### src/rtl/demux_9_pkg.sv
// Shared constants and types for the 9-way write demux and its slots.
package demux_9_pkg;

  localparam int MUX_N_OUT  = 9;   // number of destinations
  localparam int DATA_W     = 32;  // routed word width
  localparam int MUX_SEL_W  = 4;   // destination flag width
  localparam int DROP_CNT_W = 8;   // saturating drop counter width

  // One-entry holding buffer state.
  typedef enum logic {
    SLOT_EMPTY = 1'b0,
    SLOT_FULL  = 1'b1
  } slot_state_e;

endpackage

### src/rtl/demux_9_if.sv
// Source/sink bus of the write demux: a valid/ready source port plus
// per-destination valid/ack sink ports and the drop diagnostics.
interface demux_9_if
  import demux_9_pkg::*;
#(
  parameter int WIDTH = DATA_W,
  parameter int N_OUT = MUX_N_OUT,
  parameter int SEL_W = MUX_SEL_W
) ();

  logic [WIDTH-1:0]       in_data;
  logic [SEL_W-1:0]       flag;
  logic                   in_valid;
  logic                   in_ready;
  logic [N_OUT*WIDTH-1:0] out_data;
  logic [N_OUT-1:0]       out_valid;
  logic [N_OUT-1:0]       out_ack;
  logic                   err_flag;
  logic [DROP_CNT_W-1:0]  drop_cnt;

  // Environment side: drives words in and acks out.
  modport master (
    output in_data, flag, in_valid, out_ack,
    input  in_ready, out_data, out_valid, err_flag, drop_cnt
  );

  // Demux side.
  modport slave (
    input  in_data, flag, in_valid, out_ack,
    output in_ready, out_data, out_valid, err_flag, drop_cnt
  );

endinterface

### src/rtl/demux_9_slot.sv
// One-entry holding buffer for a single destination. A word loaded while
// the current one is being acked replaces it without a bubble.
module demux_slot
  import demux_9_pkg::*;
#(
  parameter int WIDTH = DATA_W
) (
  input  logic             clk,
  input  logic             rst_n,
  input  logic             load,
  input  logic [WIDTH-1:0] d,
  input  logic             ack,
  output logic [WIDTH-1:0] q,
  output logic             valid,
  output logic             can_load
);

  slot_state_e      state_reg, state_next;
  logic [WIDTH-1:0] q_reg, q_next;

  // State and data registers; reset empties the slot and clears the data.
  always_ff @(posedge clk) begin
    if (!rst_n) begin
      state_reg <= SLOT_EMPTY;
      q_reg     <= '0;
    end else begin
      state_reg <= state_next;
      q_reg     <= q_next;
    end
  end

  // Next state: load fills (or refills), ack without load empties.
  always_comb begin
    state_next = state_reg;
    q_next     = q_reg;
    case (state_reg)
      SLOT_EMPTY: begin
        if (load) begin
          state_next = SLOT_FULL;
          q_next     = d;
        end
      end
      SLOT_FULL: begin
        if (load) begin
          q_next = d;
        end else if (ack) begin
          state_next = SLOT_EMPTY;
        end
      end
      default: state_next = SLOT_EMPTY;
    endcase
  end

  assign q        = q_reg;
  assign valid    = (state_reg == SLOT_FULL);
  assign can_load = (state_reg == SLOT_EMPTY) | ack;

endmodule

### src/rtl/demux_9.sv
// Routes one word per cycle to one of N_OUT one-entry destination buffers
// selected by flag. Only the addressed slot can stall the source; words
// with an out-of-range flag are accepted, dropped and counted.
module demux_9
  import demux_9_pkg::*;
#(
  parameter int WIDTH = DATA_W,
  parameter int N_OUT = MUX_N_OUT,
  parameter int SEL_W = MUX_SEL_W
) (
  input  logic      clk,
  input  logic      rst_n,
  demux_9_if.slave  bus
);

  localparam logic [SEL_W-1:0] N_OUT_SEL = SEL_W'(N_OUT);

  logic [N_OUT-1:0]       slot_hit;
  logic [N_OUT-1:0]       slot_load;
  logic [N_OUT-1:0]       slot_can_load;
  logic [N_OUT-1:0]       slot_valid;
  logic [WIDTH-1:0]       slot_q [N_OUT];
  logic [N_OUT*WIDTH-1:0] out_data_pack;

  logic                   flag_bad;
  logic                   drop;
  logic                   err_flag_reg;
  logic [DROP_CNT_W-1:0]  drop_cnt_reg, drop_cnt_next;

  assign flag_bad = (bus.flag >= N_OUT_SEL);

  genvar gi;
  generate
    for (gi = 0; gi < N_OUT; gi++) begin : g_slot
      assign slot_hit[gi]  = (bus.flag == SEL_W'(gi));
      assign slot_load[gi] = bus.in_valid & slot_hit[gi] & slot_can_load[gi];

      demux_slot #(
        .WIDTH (WIDTH)
      ) u_slot (
        .clk      (clk),
        .rst_n    (rst_n),
        .load     (slot_load[gi]),
        .d        (bus.in_data),
        .ack      (bus.out_ack[gi]),
        .q        (slot_q[gi]),
        .valid    (slot_valid[gi]),
        .can_load (slot_can_load[gi])
      );
    end
  endgenerate

  // Pack slot contents onto the flat output bus, slot k at [k*WIDTH +: WIDTH].
  always_comb begin
    out_data_pack = '0;
    for (int k = 0; k < N_OUT; k++) begin
      out_data_pack[k*WIDTH +: WIDTH] = slot_q[k];
    end
  end

  // Ready never looks at in_valid, so sources may probe before asserting.
  assign bus.in_ready  = flag_bad | (|(slot_hit & slot_can_load));
  assign bus.out_data  = out_data_pack;
  assign bus.out_valid = slot_valid;

  // An accepted out-of-range word is dropped.
  assign drop = bus.in_valid & flag_bad;

  // Saturating drop counter increment.
  always_comb begin
    drop_cnt_next = drop_cnt_reg;
    if (drop && (drop_cnt_reg != '1)) begin
      drop_cnt_next = drop_cnt_reg + 1'b1;
    end
  end

  // Drop diagnostics: one-cycle error pulse and running count.
  always_ff @(posedge clk) begin
    if (!rst_n) begin
      err_flag_reg <= 1'b0;
      drop_cnt_reg <= '0;
    end else begin
      err_flag_reg <= drop;
      drop_cnt_reg <= drop_cnt_next;
    end
  end

  assign bus.err_flag = err_flag_reg;
  assign bus.drop_cnt = drop_cnt_reg;

endmodule

### src/flat_wrapper.sv
// flat-port wrapper written by rule: the top's interface ports become plain ports
module demux_9_flat import demux_9_pkg::*;
#(
  parameter int WIDTH = DATA_W,
  parameter int N_OUT = MUX_N_OUT,
  parameter int SEL_W = MUX_SEL_W
)
  (clk, rst_n, bus_in_data, bus_flag, bus_in_valid, bus_out_ack, bus_in_ready, bus_out_data, bus_out_valid, bus_err_flag, bus_drop_cnt);
  demux_9_if #(.WIDTH(WIDTH), .N_OUT(N_OUT), .SEL_W(SEL_W)) bus_i ();
  input  logic clk;
  input  logic rst_n;
  input wire logic [$bits(bus_i.in_data)-1:0] bus_in_data;
  input wire logic [$bits(bus_i.flag)-1:0] bus_flag;
  input wire logic [$bits(bus_i.in_valid)-1:0] bus_in_valid;
  input wire logic [$bits(bus_i.out_ack)-1:0] bus_out_ack;
  output wire logic [$bits(bus_i.in_ready)-1:0] bus_in_ready;
  output wire logic [$bits(bus_i.out_data)-1:0] bus_out_data;
  output wire logic [$bits(bus_i.out_valid)-1:0] bus_out_valid;
  output wire logic [$bits(bus_i.err_flag)-1:0] bus_err_flag;
  output wire logic [$bits(bus_i.drop_cnt)-1:0] bus_drop_cnt;
  assign bus_i.in_data = bus_in_data;
  assign bus_i.flag = bus_flag;
  assign bus_i.in_valid = bus_in_valid;
  assign bus_i.out_ack = bus_out_ack;
  assign bus_in_ready = bus_i.in_ready;
  assign bus_out_data = bus_i.out_data;
  assign bus_out_valid = bus_i.out_valid;
  assign bus_err_flag = bus_i.err_flag;
  assign bus_drop_cnt = bus_i.drop_cnt;
  demux_9 #(.WIDTH(WIDTH), .N_OUT(N_OUT), .SEL_W(SEL_W)) u_core (.clk(clk), .rst_n(rst_n), .bus(bus_i));
endmodule
### config.mk
export PLATFORM = sky130hd
export DESIGN_NAME = demux_9_flat
export DESIGN_NICKNAME = d
export VERILOG_FILES = /design/src/rtl/demux_9_pkg.sv /design/src/rtl/demux_9_if.sv /design/src/rtl/demux_9_slot.sv /design/src/rtl/demux_9.sv /design/src/flat_wrapper.sv
export SDC_FILE = /design/constraint.sdc
export NUM_CORES = 1
export LEC_CHECK = 0
export ABC_AREA = 0
export BUFFER_PORTS_ARGS = -buffer_cell sky130_fd_sc_hd__clkbuf_2
export CORE_MARGIN = 2
export CORE_UTILIZATION = 25
export CTS_CLUSTER_DIAMETER = 150
export DETAILED_ROUTE_END_ITERATION = 16
export PLACE_DENSITY = 0.47
export SLEW_MARGIN = 20
export SYNTH_ARGS = -nofsm -noshare
export SYNTH_HDL_FRONTEND = slang
export SYNTH_SLANG_ARGS = --single-unit
### constraint.sdc
create_clock -name clk -period 1.5 [get_ports clk]
set_input_delay 0.3 -clock clk [delete_from_list [all_inputs] [get_ports clk]]
set_output_delay 0.3 -clock clk [all_outputs]
set_load 0.01 [all_outputs]
# After elaboration in Yosys (flattened, before gate mapping)
# Cells that the tools add are included.
[totals] regBits=306 inputBits=48 output_inout_bits=307 elab_cells=118
[classes] addsub=1 magnitude_cmp=1 eq_ne=9 muxes=45 n_bitwise=39 n_reduce_logical=3
[ops] cell="two-way mux 32 bit" count=9
[ops] cell="two-way mux 1 bit" count=27
[ops] cell="AND 1 bit" count=19
[ops] cell="one-hot mux 1 bit (2 select lines)" count=9
[ops] cell="equality test 4 x 3 -> 1 bit, second input constant" count=4
[ops] cell="OR 1 bit" count=10
[ops] cell="AND 9 bit" count=1
[ops] cell="inverter 1 bit" count=9
[ops] cell="OR reduction 9 bit" count=1
[ops] cell="adder 8 x 1 -> 8 bit, second input constant" count=1
[ops] cell="equality test 4 x 2 -> 1 bit, second input constant" count=2
[ops] cell="inequality test 8 bit, second input constant" count=1
[ops] cell="equality test 4 x 1 -> 1 bit, second input constant" count=1
[ops] cell="equality test 4 bit, second input constant" count=1
[ops] cell=">= comparator 4 bit, second input constant" count=1
[ops] cell="logical NOT 4 bit" count=1
[ops] cell="logical AND 1 bit" count=1

# Logic depth before layout (Yosys ltp)
# Gate-level depths: netlist of run 1.
[depth] depth_word=5 depth_mapped=7

# Cells and area by module
# Synthesis of run 1 repeated with hierarchy kept, for this count alone.
[hier_totals] hier_cells=1052 area_unflattened_um2=12256.8
[modules_own_cells] mod="demux_slot" instances=9 cells_per_inst=107 area_each_um2=1281.2 seq_area_each_um2=660.6
[modules_own_cells] mod="demux_9" instances=1 cells_per_inst=89 area_each_um2=725.7 seq_area_each_um2=180.2

# Worst setup path after synthesis of run 1
# Ideal clock, no wire load.
[synth_timing] path_kind="input port to flip-flop" startpoint="in bus_flag[1]" endpoint="reg u_core.drop_cnt_reg[6] (netlist: u_core.bus.drop_cnt[6])" t_arrival_ns=1.189 setup_slack_ns=0.177 stages=5 path_buffers=1 cell_sequence="o311a_2 and2_1 buf_2 a31oi_1 a211oi_1"
[synth_between] elab_chain_len=3
[synth_rtl] item="start, declared" line_no="flat_wrapper.sv:13" text="input wire logic [$bits(bus_i.flag)-1:0] bus_flag;"
[synth_rtl] item=">= comparator 4 bit" line_no="demux_9.sv:30" text="assign flag_bad = (bus.flag >= N_OUT_SEL);"
[synth_rtl] item="AND 1 bit" line_no="demux_9.sv:67" text="assign drop = bus.in_valid & flag_bad;"
[synth_rtl] item="logical AND 1 bit" line_no="demux_9.sv:72" text="if (drop && (drop_cnt_reg != '1)) begin"
[synth_rtl] item="end signal, assigned" line_no="demux_9.sv:84" text="drop_cnt_reg <= drop_cnt_next;"
[synth_rtl] item="end, declared" line_no="demux_9.sv:28" text="logic [DROP_CNT_W-1:0] drop_cnt_reg, drop_cnt_next;"
# No other way between the ends.
# A chain may end at the register's enable or synchronous reset.

# Worst setup path in the final report of run 1
[layout_timing] startpoint="reg u_core.g_slot[3].u_slot.state_reg" endpoint="out bus_in_ready"
[layout_between] elab_chain_len=5
[layout_rtl] item="start, declared" line_no="demux_9_slot.sv:18" text="slot_state_e state_reg, state_next;"
[layout_rtl] item="start signal, assigned" line_no="demux_9_slot.sv:27" text="state_reg <= state_next;"
[layout_rtl] item="inverter 1 bit"
[layout_rtl] item="OR 1 bit" line_no="demux_9_slot.sv:56" text="assign can_load = (state_reg == SLOT_EMPTY) | ack;"
[layout_rtl] item="AND 9 bit" line_no="demux_9.sv:62" text="assign bus.in_ready = flag_bad | (|(slot_hit & slot_can_load));"
[layout_rtl] item="OR reduction 9 bit" line_no="demux_9.sv:62"
[layout_rtl] item="OR 1 bit" line_no="demux_9.sv:62"
[layout_rtl] item="end, declared" line_no="flat_wrapper.sv:16" text="output wire logic [$bits(bus_i.in_ready)-1:0] bus_in_ready;"
# No other way between the ends.

==> metrics, run 1 <==
routed len/inst=18.6 µm; failing checks=setup timing; run status=complete, but fails checks; Largest stage delay, worst path=between 0.3 and 0.4 ns; final std cells w/o fill=2350; area leader, netlist=dfxtp_1; power per cell area=around 1200 nW/µm²; first-pass GRT wire length=64200 µm; PortBufs=354; dpl hpwl=~30000 µm; Mapped Area=11100 µm²; Final Hold Viols=0; TritonCTS clock tree=yes; Initial Util=0.253; via count=10600; maximum clock insertion buffer count=3; worst setup margin=-0.402 ns; Max Clock Skew=between 0.015 and 0.02 ns; nets@finish=1782; worst vdd ir=736 µV; DP Worst Slack=-0.192 ns; met2 wire len=20700 µm; Max Fclk=526 MHz; Yosys cell types=36; gpl congestion=0.799; Skew-Pair Late Insertion Delay=0.54 ns; Core Area=about 44000 µm²; Clk pin slew, worst setup/hold paths=0.06 ns; Yosys reg bits=306; TritonCTS Sinks=slightly above 300; First-pass DRT Iterations=4; number of top-level pins=355; critical path cell sequence=nand2b_4 > nand3_2 > nand4_1 > a211o_1 > buf_2; Leakage=around 0.0060 µW; Slew Viols, Final=0; area added between synthesis and finish=35.9%; Inserted Diodes=0; post-synthesis sequential area ratio=0.551; CTS root buf=clkbuf_16; H-tree Lvls=2; Row Count=77; Yosys warning total=0; # setup viols final=1; CP max FO=4; most numerous cell in the Yosys netlist=nand2_1; initial antenna violation count=0; Total Wirelength=43700 µm; Die ar.=between 40000 and 50000 µm²; vias in the first global route=9939; syn_area_per_cell=7.92 µm²; hold buffer count at cts=0; share of the synthesized area in the top cell type=0.551; vias per cell=4.49; HP Class=primary input to flop; dominant register cell in the synthesized netlist=dfxtp_1; Worst Path Arrival=roughly 1.6 ns; DR iter-0 viols=between 600 and 700; Max-slew headroom=0.720; dominant cells by area after synthesis=dfxtp_1 (55%), nand2_1 (20%), a21oi_1 (13%), buf_2 (3.1%), buf_4 (1.6%); highest metal used=met4; die height=215 µm; Gate Count Post-Synth=~1400; Overall Global Routing Usage=0.183; WL met3=3210 µm; Die W=215 µm; number of enable flip-flop cells after synthesis=0; CP Capture Type=output pin; Crit Path Category=flop to output pin; Worst EP required=between 1 and 1.5 ns; Tightest Pin Transition=0.420 ns; min cycle time layout=1.90 ns; TritonCTS buffer count=36; nature of the critical path startpoint=flop; DRC violations left=0; Largest register FFs=288; synth cell count leaders=nand2_1 (580), dfxtp_1 (306), a21oi_1 (298); final worst path period share=1.27; RSZ-0062 raised after global routing=true; Synth Net Count=1453; dpl cells=approximately 2300; layout cells sized above 1=0.304; largest net degree at the start of global routing=between 40 and 50; Post-synth ARST share=0; Crit-path slowest cell=dfxtp_2; sum of routed wire segments on met1=18800 µm; Max Cap Violations=0; global route overflow=0; Routed Antenna Nets=0
## cell families (layout without fill, tap and decap cells)
family | Yosys count | in the layout | synth area share
xor gates and xnor gates | 1 | 1 | 0.000787
DFF | 306 | 306 | 0.551
AOI/OAI and AO/OA | 312 | 312 | 0.144
buffers and inverters | 143 | 497 | 0.0725
and+or+nand+nor | 641 | 641 | 0.231
adders and majority gates | 1 | 1 | 0.00112
## what timing repair did
item	CTS	global route
pin swaps	2	4
resized for setup	12	24
cloned	0	1
setup buffers	3	7
setup endpoints to repair	5	101
## cell type report
class | instances | area, µm²
Tap cell | 592 | 741
Fill cell | 4689 | 28900
Clock inverter | 11 | 138
Clock buffer | 52 | 1060
Multi-Input combinational cell | 955 | 4290
Sequential cell | 306 | 6150
Inverter | 1 | 11.3
Timing Repair Buffer | 433 | 2730
## path summary, 6_finish.rpt
| kind | startpoint | to | slack [ns] | cells past startpoint |
|---|---|---|---|---|
| max | u_core.g_slot[3].u_slot.valid$_SDFF_PN0_ | bus_in_ready | -0.40 | 5 |
| min | bus_out_ack[2] | u_core.g_slot[2].u_slot.valid$_SDFF_PN0_ | 0.07 | 3 |
| max reg2reg | u_core.g_slot[6].u_slot.valid$_SDFF_PN0_ | u_core.g_slot[6].u_slot.q[3]$_SDFFE_PN0P_ | 0.08 | 6 |
| min reg2reg | u_core.g_slot[3].u_slot.q[11]$_SDFFE_PN0P_ | u_core.g_slot[3].u_slot.q[11]$_SDFFE_PN0P_ | 0.45 | 2 |
## power breakdown
part | total, µW | switching [µW] | internal [µW]
Combinational | 1030 | 688 | 341
Clock | 8940 | 3500 | 5430
Sequential | 8290 | 58.0 | 8230
## worst max-delay path, delay by kind of cell (launching register included)
family / cells / cell delay [ns]
compound gates: 1 / 0.28
buf+inv: 1 / 0.16
flops: 1 / 0.35
simple gates: 3 / 0.27
## layer usage
metal,vias up,track usage
met5,-,0
met4,0,0.0535
met3,51,0.0575
met2,338,0.304
met1,4980,0.226
li1,5185,-
## layout by cell type (no fill, tap or decap), types with 2 or more instances in the layout
cell,n
a31oi_1,3
clkbuf_16,38
nand4_1,10
buf_4,50
nor2b_4,2
and2b_1,2
buf_12,27
bufinv_16,3
a21oi_2,2
o21ai_0,2
nor2_1,5
nand3_2,3
nand2_1,580
dfxtp_2,14
a211oi_1,3
and2_1,2
dfxtp_1,290
nor3_1,2
clkbuf_2,352
buf_6,2
nand3_1,10
and3_1,2
clkinv_2,6
and4_2,8
clkbuf_8,8
a21oi_1,296
clkbuf_1,7
dfxtp_4,2
nand2b_4,7
## through the flow
step | total power (µW) | instance area (µm²) | util | hold WS, ns | TNS, ns
floorplan | 8980 | 11100 | - | 0.422 | 0
global placement | 9480 | 13700 | 0.312 | 0.441 | -10.65
detailed placement | 9490 | 13700 | 0.312 | 0.446 | -16.72
CTS | 18500 | 15000 | 0.340 | 0.0348 | -0.612
global route | 18900 | 15100 | 0.343 | 0.0666 | -0.550
finish | 18300 | 15100 | 0.343 | 0.0727 | -0.402
(Power assumes the default switching activity.)
==> run 2, diff against run 1 <==
--- a/config.mk
+++ b/config.mk
@@ -7,11 +7,14 @@
 export LEC_CHECK = 0
 export ABC_AREA = 0
 export BUFFER_PORTS_ARGS = -buffer_cell sky130_fd_sc_hd__clkbuf_2
+export CELL_PAD_IN_SITES_DETAIL_PLACEMENT = 0
+export CELL_PAD_IN_SITES_GLOBAL_PLACEMENT = 1
 export CORE_MARGIN = 2
 export CORE_UTILIZATION = 25
 export CTS_CLUSTER_DIAMETER = 150
 export DETAILED_ROUTE_END_ITERATION = 16
-export PLACE_DENSITY = 0.47
+export PLACE_DENSITY = 0.6
+export RECOVER_POWER = 25
 export SLEW_MARGIN = 20
 export SYNTH_ARGS = -nofsm -noshare
 export SYNTH_HDL_FRONTEND = slang
==> metrics, run 2 (synthesis results as in run 1) <==
RSZ-0062 raised after global routing=true; vias in the first global route=roughly 9900; nature of the critical path startpoint=flop; Leakage=approximately 0.0057 µW; Slew Viols, Final=0; DRC violations left=0; Hold Path Stages=3; area added between synthesis and finish=32.3%; final worst path period share=1.30; CP Capture Type=output pin; H-tree Lvls=2; reg2reg start=u_core.g_slot[7].u_slot.valid$_SDFF_PN0_; Power, Total=between 15000 and 20000 µW; Die ar.=~46000 µm²; TritonCTS clock tree=yes; final std cells w/o fill=2334; Largest register FFs=288; Skew-Pair Late Insertion Delay=0.54 ns; HP Class=primary input to flop; Total Wirelength=approximately 44000 µm; largest net degree at the start of global routing=52; Worst Path Arrival=1.65 ns; Worst EP required=1.20 ns; Worst Reg-to-Reg Cells=6; initial antenna violation count=0; first-pass GRT wire length=between 60000 and 70000 µm; Routed Antenna Nets=0; gpl congestion=0.778; Max Cap Violations=0; worst vdd ir=roughly 620 µV; Die W=between 200 and 250 µm; Row Count=77; Max-slew headroom=0.674; number of top-level pins=between 300 and 400; failing checks=setup timing; run status=complete, but fails checks; Core Area=44000 µm²; via count=10500; PortBufs=354; Max Fclk=between 500 and 600 MHz; most frequent cells in the layout=nand2_1 (580), clkbuf_2 (333), a21oi_1 (298); Overall Global Routing Usage=0.187; nets@finish=1770; global route overflow=0; routed len/inst=18.9 µm; CTS root buf=clkbuf_16; Tightest Pin Transition=0.489 ns; layout cells sized above 1=0.272; CP max FO=2; TritonCTS buffer count=36; worst hold slack=a little over 0.08 ns; min cycle time layout=1.95 ns; power per cell area=between 1000 and 1500 nW/µm²; Final Hold Viols=0; commonest non-fill, non-tap cell in the layout=nand2_1; TritonCTS Sinks=slightly above 300; DR iter-0 viols=707; reg-to-reg endpoint=u_core.g_slot[7].u_slot.q[23]$_SDFFE_PN0P_; # setup viols final=2; register-to-register setup slack=0 ns; First-pass DRT Iterations=4; dpl hpwl=roughly 30000 µm; maximum clock insertion buffer count=3; dpl cells=2271; Hold Path End=u_core.g_slot[0].u_slot.valid$_SDFF_PN0_; Crit Path Category=flop to output pin; Max Clock Skew=~0.012 ns; hold buffer count at cts=0; die height=about 210 µm; Clk pin slew, worst setup/hold paths=roughly 0.050 ns; hold path start=bus_out_ack[0]; worst setup margin=-0.445 ns; Inserted Diodes=0; vias per cell=4.48; Initial Util=0.253
run 2: cell types whose count changed in the layout (fill, tap and decap cells not counted), moves of 4 or more:
cell      delta
buf_12       -7
buf_4       -16
clkbuf_1    +33
clkbuf_2    -19
dfxtp_1      +6
dfxtp_2      -4
run 2: metal layers:
layer / GRT usage / part of all wire
met1: 0.235 / 0.43
met5: 0 / 0
met2: 0.311 / 0.48
met3: 0.0504 / 0.069
met4: 0.0572 / 0.022
run 2: stage by stage:
stage	cell area, µm²	util	setup TNS [ns]	setup slack, ns
3_5_place_dp	13700	0.310	-15.16	-0.176
6_report	14700	0.334	-0.448	-0.445
4_1_cts	14900	0.337	-0.440	-0.440
3_3_place_gp	13700	0.310	-10.86	-0.175
2_1_floorplan	11100	-	0	0.177
5_1_grt	14700	0.334	-2.82	-0.471
run 2: critical path, cell delays in order (launching register included):
cell and delay [ns]:
dfxtp_2 0.35, nand2b_4 0.06, nand3_2 0.09, nand4_1 0.12
a211o_1 0.33, buf_2 0.16
run 2: what timing repair did:
item	CTS	global route
buffers inserted	4	0
endpoints found under the setup margin	3	21
pin swaps	3	2
resized for setup	18	9
run 2: power by group:
| part | switching (µW) | internal (µW) |
|---|---|---|
| registers | 57.7 | 8240 |
| clock network | 3380 | 4930 |
| logic | 694 | 305 |
| total | 4130 | 13500 |
run 2: how the worst max path moves through the flow:
stage,startpoint,end,slack (ns)
final,u_core.g_slot[4].u_slot.valid$_SDFF_PN0_,bus_in_ready,-0.45
after global routing,u_core.g_slot[4].u_slot.valid$_SDFF_PN0_,bus_in_ready,-0.47
after CTS,u_core.g_slot[0].u_slot.valid$_SDFF_PN0_,bus_in_ready,-0.44
after detailed placement,bus_flag[0],u_core.g_slot[6].u_slot.q[16]$_SDFFE_PN0P_,-0.18
after global placement,bus_flag[2],bus_in_ready,-0.17
after floorplan,bus_flag[1],u_core.bus.drop_cnt[6]$_SDFFE_PN0P_,0.18
run 2: cell type report:
class,count,area (µm²)
Multi-Input combinational cell,955,4260
Clock buffer,55,1040
Tap cell,592,741
Sequential cell,306,6140
Fill cell,4718,29300
Clock inverter,4,45.0
Timing Repair Buffer,421,2480
Inverter,1,11.3
